`config.mk`:
```
export PLATFORM = sky130hd
export DESIGN_NAME = bram_sp_stream_ctrl
export DESIGN_NICKNAME = d
export VERILOG_FILES = /design/src/rtl/bram_sp_pkg.sv /design/src/rtl/bram_rd_fifo2.sv /design/src/rtl/bram_sp_stream_ctrl.sv
export SDC_FILE = /design/constraint.sdc
export NUM_CORES = 1
export LEC_CHECK = 0
export CAP_MARGIN = 10
export CORE_MARGIN = 3
export CORE_UTILIZATION = 48
export CTS_BUF_LIST = sky130_fd_sc_hd__clkbuf_8 sky130_fd_sc_hd__clkbuf_16
export DETAILED_ROUTE_END_ITERATION = 7
export MAX_ROUTING_LAYER = met4
export PLACE_DENSITY = 0.92
export SYNTH_ARGS = -nofsm -noshare
export SYNTH_HDL_FRONTEND = slang
export SYNTH_SLANG_ARGS = --single-unit
```
`constraint.sdc`:
```
create_clock -name clk -period 4.6 [get_ports clk]
set_input_delay 0.92 -clock clk [delete_from_list [all_inputs] [get_ports clk]]
set_output_delay 0.92 -clock clk [all_outputs]
set_load 0.1 [all_outputs]
```
`src/rtl/bram_sp_pkg.sv`:
```
// ============================================================================
// Module : bram_sp_pkg
// Brief  : Shared types and default widths for the single-port BRAM stream
//          controller.
// Rev    : 1.0 - initial release
// ============================================================================
`default_nettype none

package bram_sp_pkg;

    localparam int unsigned c_DEF_ADDR_W = 10;
    localparam int unsigned c_DEF_DATA_W = 16;

    typedef enum logic [0:0] {
        ST_CLEAR = 1'b0,
        ST_RUN   = 1'b1
    } state_t;

    typedef enum logic [0:0] {
        GNT_WR = 1'b0,
        GNT_RD = 1'b1
    } grant_t;

endpackage

`default_nettype wire

```
`src/rtl/bram_rd_fifo2.sv`:
```
// ============================================================================
// Module : bram_rd_fifo2
// Brief  : Two-entry registered FIFO holding returned read data.
// Rev    : 1.0 - initial release
// ============================================================================
`default_nettype none

module bram_rd_fifo2 #(
    parameter int DATA_W = 16
) (
    input  logic              clk,
    input  logic              rst,
    input  logic              push,
    input  logic [DATA_W-1:0] push_data,
    input  logic              pop,
    output logic [DATA_W-1:0] head,
    output logic [1:0]        count,
    output logic              full,
    output logic              empty
);

    logic [DATA_W-1:0] r_mem [2];
    logic              r_wr_ptr;
    logic              r_rd_ptr;
    logic [1:0]        r_count;
    logic              w_push_ok;
    logic              w_pop_ok;

    assign full  = (r_count == 2'd2);
    assign empty = (r_count == 2'd0);
    assign count = r_count;
    assign head  = r_mem[r_rd_ptr];

    // A push into a full FIFO is legal when the head leaves in the same cycle.
    assign w_pop_ok  = pop && !empty;
    assign w_push_ok = push && (!full || w_pop_ok);

    always_ff @(posedge clk or posedge rst) begin
        if (rst) begin
            r_mem[0] <= '0;
            r_mem[1] <= '0;
            r_wr_ptr <= 1'b0;
            r_rd_ptr <= 1'b0;
            r_count  <= 2'd0;
        end else begin
            if (w_push_ok) begin
                r_mem[r_wr_ptr] <= push_data;
                r_wr_ptr        <= ~r_wr_ptr;
            end
            if (w_pop_ok) begin
                r_rd_ptr <= ~r_rd_ptr;
            end
            case ({w_push_ok, w_pop_ok})
                2'b10:   r_count <= r_count + 2'd1;
                2'b01:   r_count <= r_count - 2'd1;
                default: r_count <= r_count;
            endcase
        end
    end

endmodule

`default_nettype wire

```
`src/rtl/bram_sp_stream_ctrl.sv`:
```
// ============================================================================
// Module : bram_sp_stream_ctrl
// Brief  : Arbitrates write and read-request streams onto one write-first
//          BRAM port, returns read data with backpressure, clears the RAM.
// Rev    : 1.0 - initial release
// ============================================================================
`default_nettype none

module bram_sp_stream_ctrl
    import bram_sp_pkg::*;
#(
    parameter int               ADDR_W    = c_DEF_ADDR_W,
    parameter int               DATA_W    = c_DEF_DATA_W,
    parameter logic [DATA_W-1:0] CLEAR_VAL = '0
) (
    input  logic              clk,
    input  logic              rst,
    input  logic              clr_req,
    output logic              busy,
    input  logic              s_wr_valid,
    output logic              s_wr_ready,
    input  logic [ADDR_W-1:0] s_wr_addr,
    input  logic [DATA_W-1:0] s_wr_data,
    input  logic              s_rd_valid,
    output logic              s_rd_ready,
    input  logic [ADDR_W-1:0] s_rd_addr,
    output logic              m_rd_valid,
    input  logic              m_rd_ready,
    output logic [DATA_W-1:0] m_rd_data,
    output logic              ram_en,
    output logic              ram_we,
    output logic [ADDR_W-1:0] ram_addr,
    output logic [DATA_W-1:0] ram_di,
    input  logic [DATA_W-1:0] ram_dout
);

    localparam logic [ADDR_W-1:0] c_LAST_ADDR = '1;
    localparam logic [ADDR_W-1:0] c_ADDR_ONE  = {{(ADDR_W-1){1'b0}}, 1'b1};

    state_t            r_state;
    state_t            w_state_nxt;
    logic [ADDR_W-1:0] r_clr_addr;
    grant_t            r_last_grant;
    logic              r_rd_pend;

    logic              w_run;
    logic              w_rd_eligible;
    logic              w_wr_ready;
    logic              w_rd_ready;
    logic              w_wr_fire;
    logic              w_rd_fire;
    logic [1:0]        w_fifo_count;
    logic              w_fifo_full;
    logic              w_fifo_empty;
    logic              w_pop;

    assign w_run = (r_state == ST_RUN);

    // Outstanding slots: FIFO entries plus the read whose data is still in dout.
    assign w_rd_eligible = !w_fifo_full &&
                           (({1'b0, w_fifo_count} + {2'b00, r_rd_pend}) < 3'd2);

    // Readies look only at the other stream's valid, never their own.
    assign w_rd_ready = w_run && w_rd_eligible &&
                        !(s_wr_valid && (r_last_grant == GNT_RD));
    assign w_wr_ready = w_run &&
                        !(s_rd_valid && w_rd_eligible && (r_last_grant == GNT_WR));
    assign w_wr_fire  = s_wr_valid && w_wr_ready;
    assign w_rd_fire  = s_rd_valid && w_rd_ready;

    assign s_wr_ready = w_wr_ready;
    assign s_rd_ready = w_rd_ready;
    assign m_rd_valid = !w_fifo_empty;
    assign w_pop      = !w_fifo_empty && m_rd_ready;

    always_comb begin
        w_state_nxt = r_state;
        busy        = 1'b0;
        ram_en      = 1'b0;
        ram_we      = 1'b0;
        ram_addr    = s_rd_addr;
        ram_di      = s_wr_data;
        case (r_state)
            ST_CLEAR: begin
                busy     = 1'b1;
                ram_en   = 1'b1;
                ram_we   = 1'b1;
                ram_addr = r_clr_addr;
                ram_di   = CLEAR_VAL;
                if (r_clr_addr == c_LAST_ADDR) begin
                    w_state_nxt = ST_RUN;
                end
            end
            ST_RUN: begin
                ram_en   = w_wr_fire || w_rd_fire;
                ram_we   = w_wr_fire;
                ram_addr = w_wr_fire ? s_wr_addr : s_rd_addr;
                if (clr_req) begin
                    w_state_nxt = ST_CLEAR;
                end
            end
            default: w_state_nxt = ST_CLEAR;
        endcase
    end

    always_ff @(posedge clk or posedge rst) begin
        if (rst) begin
            r_state      <= ST_CLEAR;
            r_clr_addr   <= '0;
            r_last_grant <= GNT_RD;
            r_rd_pend    <= 1'b0;
        end else begin
            r_state   <= w_state_nxt;
            r_rd_pend <= w_rd_fire;
            if (r_state == ST_CLEAR) begin
                r_clr_addr <= r_clr_addr + c_ADDR_ONE;
            end else if (clr_req) begin
                r_clr_addr <= '0;
            end
            if (w_wr_fire) begin
                r_last_grant <= GNT_WR;
            end else if (w_rd_fire) begin
                r_last_grant <= GNT_RD;
            end
        end
    end

    // dout must be captured the cycle after issue; a following write replaces it.
    bram_rd_fifo2 #(
        .DATA_W (DATA_W)
    ) u_rd_fifo (
        .clk       (clk),
        .rst       (rst),
        .push      (r_rd_pend),
        .push_data (ram_dout),
        .pop       (w_pop),
        .head      (m_rd_data),
        .count     (w_fifo_count),
        .full      (w_fifo_full),
        .empty     (w_fifo_empty)
    );

endmodule

`default_nettype wire

```
==> reports/metrics.csv <==
metric,value,unit
area_delta_synth_final,36.7,%
synth-edff-count,0,
synth_cell_type_count,44,
path_clk_slew,80,ps
async_flop_share,1.00,
hold_path.class,register to register,
maxSlewHeadroom,0.292,
ctsResizeCount,0,
path_max_fanout,13,
die_width,83.7,um
multiInputGateArea,0.00154,mm2
final_nets,409,
finalCritPeriodShare,0.774,
fin_crit,3560,ps
clock.fmax,281,MHz
p_per_area,529,mW/mm2
gp_congestion,0.855,
via_count,2397,
critPathCaptureType,primary output,
fillers,401,
cts_buffers,5,
cts_tree,built,
finalSetupTns,0,ps
rsz0062_at_grt,no,
synthFlopType,dfrtp_1,
cts.htree.levels,2,
max-clock-path-buffers,2,
post_cts_buffers,0,
final-max-slew-violation-count,0,
dieArea,0.00700,mm2
dp_hpwl,5.21,mm
p_leak,0.00175,uW
drive_gt1_frac,0.271,
coreArea,0.00568,mm2
post_drt_via_cell_ratio,5.68,
syn_inst,255,
ir_drop,0.000445,V
finalClockSkew,2.95,ps
drv_cap,0,
chipHeight,83.7,um
status,finished clean,
setup_viol,0,
hold_buffers,0,
hold_violations,0,
seq_area,0.00123,mm2
ios,106,
utilization,0.697,
antenna_found_initial,0,
cts_sinks,49,
syn_area,0.00289,mm2
start_util,0.510,
drc,0,
syn_avg_cell_area,11.3,um2
grt_pass1_vias,2446,
diodes,0,
wl,6.99,mm
grt-ovfl-total,0,
fp-row-count,27,
worstMarginPinSlew,1060,ps
worst-endpoint-required,3680,ps
clock_insertion_delay_worst_skew,300,ps
crit_type,input pin to primary output,
detail-route-antenna-nets,0,
grt_first_pass_wirelength,11.8,mm
ys_ff_latch,49,
synth-warning-count,0,
cts-root-buf,clkbuf_8,
cp-start-kind,input pin,
crit_arrival,2640,ps
drt_iter0_markers,86,
first_pass_iters,5,
gr-usage-all-layers,0.211,
ys_seq_area_frac,0.424,
dp_cells,414,
wl_per_cell,16.6,um
grt_max_degree,53,
fin_cells,422,
numPortBuffers,105,
syn_nets,315,
==> worst max-delay path, cell delays in order <==
cell,delay (ps)
clkdlybuf4s50_1,610
inv_1,390
a32oi_1,120
a31oi_1,260
buf_4,330
==> sequential cells by signal, indices dropped and copies added (netlist names) <==
register / flops
r_last_grant: 1
u_rd_fifo.r_wr_ptr: 1
u_rd_fifo.count: 2
r_state: 1
u_rd_fifo.r_mem: 32
r_rd_pend: 1
u_rd_fifo.r_rd_ptr: 1
r_clr_addr: 10
==> Yosys cell counts (2+ instances only) <==
cell / number / area, um2
inv_1: 4 / 15.0
nand2b_1: 2 / 12.5
and4_1: 2 / 17.5
nand3b_1: 2 / 15.0
a31oi_1: 14 / 87.6
nor3b_4: 2 / 37.5
nor2b_1: 11 / 68.8
and2_1: 18 / 113
mux2_2: 28 / 315
nor2_1: 12 / 45.0
nand3_1: 6 / 30.0
a21o_1: 2 / 15.0
o21ai_0: 5 / 25.0
o311ai_0: 10 / 87.6
a22o_1: 2 / 17.5
a32oi_1: 10 / 87.6
buf_1: 2 / 7.51
xor2_1: 3 / 26.3
ha_1: 2 / 25.0
buf_12: 2 / 40.0
buf_2: 3 / 15.0
xnor2_1: 3 / 26.3
nand2_1: 10 / 37.5
clkbuf_1: 12 / 45.0
mux2_4: 20 / 300
o211ai_1: 3 / 22.5
dfrtp_1: 48 / 1200
==> path summary, 6_finish.rpt <==
check | from | end | slack, ps | cells past startpoint
min in group asynchronous | rst | u_rd_fifo.r_mem[9]$_DFFE_PP0P_ | 1170 | 2
max in group asynchronous | rst | r_state$_DFF_PP0_ | 2820 | 2
max reg2reg | u_rd_fifo.count[1]$_DFFE_PP0P_ | u_rd_fifo.r_mem[29]$_DFFE_PP0P_ | 2570 | 3
max | s_wr_valid | ram_addr[4] | 1040 | 5
min reg2reg | u_rd_fifo.r_mem[13]$_DFFE_PP0P_ | u_rd_fifo.r_mem[13]$_DFFE_PP0P_ | 510 | 1
min | u_rd_fifo.r_mem[13]$_DFFE_PP0P_ | u_rd_fifo.r_mem[13]$_DFFE_PP0P_ | 510 | 1
==> per-layer routing <==
layer / up-vias / wire length, um / GRT usage
met3: 11 / 544 / 0.0543
met1: 1142 / 3050 / 0.259
met2: 115 / 3290 / 0.343
li1: 1129 / - / -
met5: - / 0 / -
met4: 0 / 110 / 0.0643
==> layout make-up <==
type | instances | area share
flip-flops and latches | 49 | 0.310
well taps | 72 | 0.0228
clock inverters | 2 | 0.00190
clock buffers | 6 | 0.0209
inverters | 5 | 0.00475
multi-input cells | 181 | 0.389
repair buffers | 107 | 0.251
==> cell usage in the layout (no fill, tap or decap), drive strengths merged, types with 5 or more instances in the layout <==
master and n:
clkbuf 6, nand3 6, a32oi 10, nor2 12, o21ai 5, dfrtp 48, nor2b 11, nand2 10
clkdlybuf4s50 75, and2 18, buf 32, a31oi 14, inv 6, mux2 48, o311ai 10
==> power by group <==
| group | switching, uW | leakage (uW) | total [uW] | internal [uW] |
|---|---|---|---|---|
| clock | 135 | 0.0000538 | 253 | 118 |
| sequential | 139 | 0.000619 | 654 | 515 |
| combinational | 825 | 0.00107 | 1180 | 358 |
==> per-stage QoR <==
step	total power, uW	cell area (um2)	hold WS (ps)	worst slack, ps
2_1_floorplan	1570	2900	474	238
3_5_place_dp	1840	3860	490	1100
4_1_cts	2100	3960	510	1080
3_3_place_gp	1820	3860	482	1170
6_report	2090	3960	510	1040
5_1_grt	2190	3960	528	984
==> cell families (layout without fill, tap and decap cells) <==
kind of cell	count (synthesis)	in the layout	share of synthesized area
AND/OR/NAND/NOR	70	70	0.147
multiplexers	48	48	0.213
XOR/XNOR	6	6	0.0182
adder cells (fa/ha/maj)	2	2	0.00865
buffers and inverters	25	120	0.0463
flip-flops	49	49	0.424
AO/OA/AOI/OAI	55	55	0.144
Note: power is estimated with default switching activity, not from simulation.
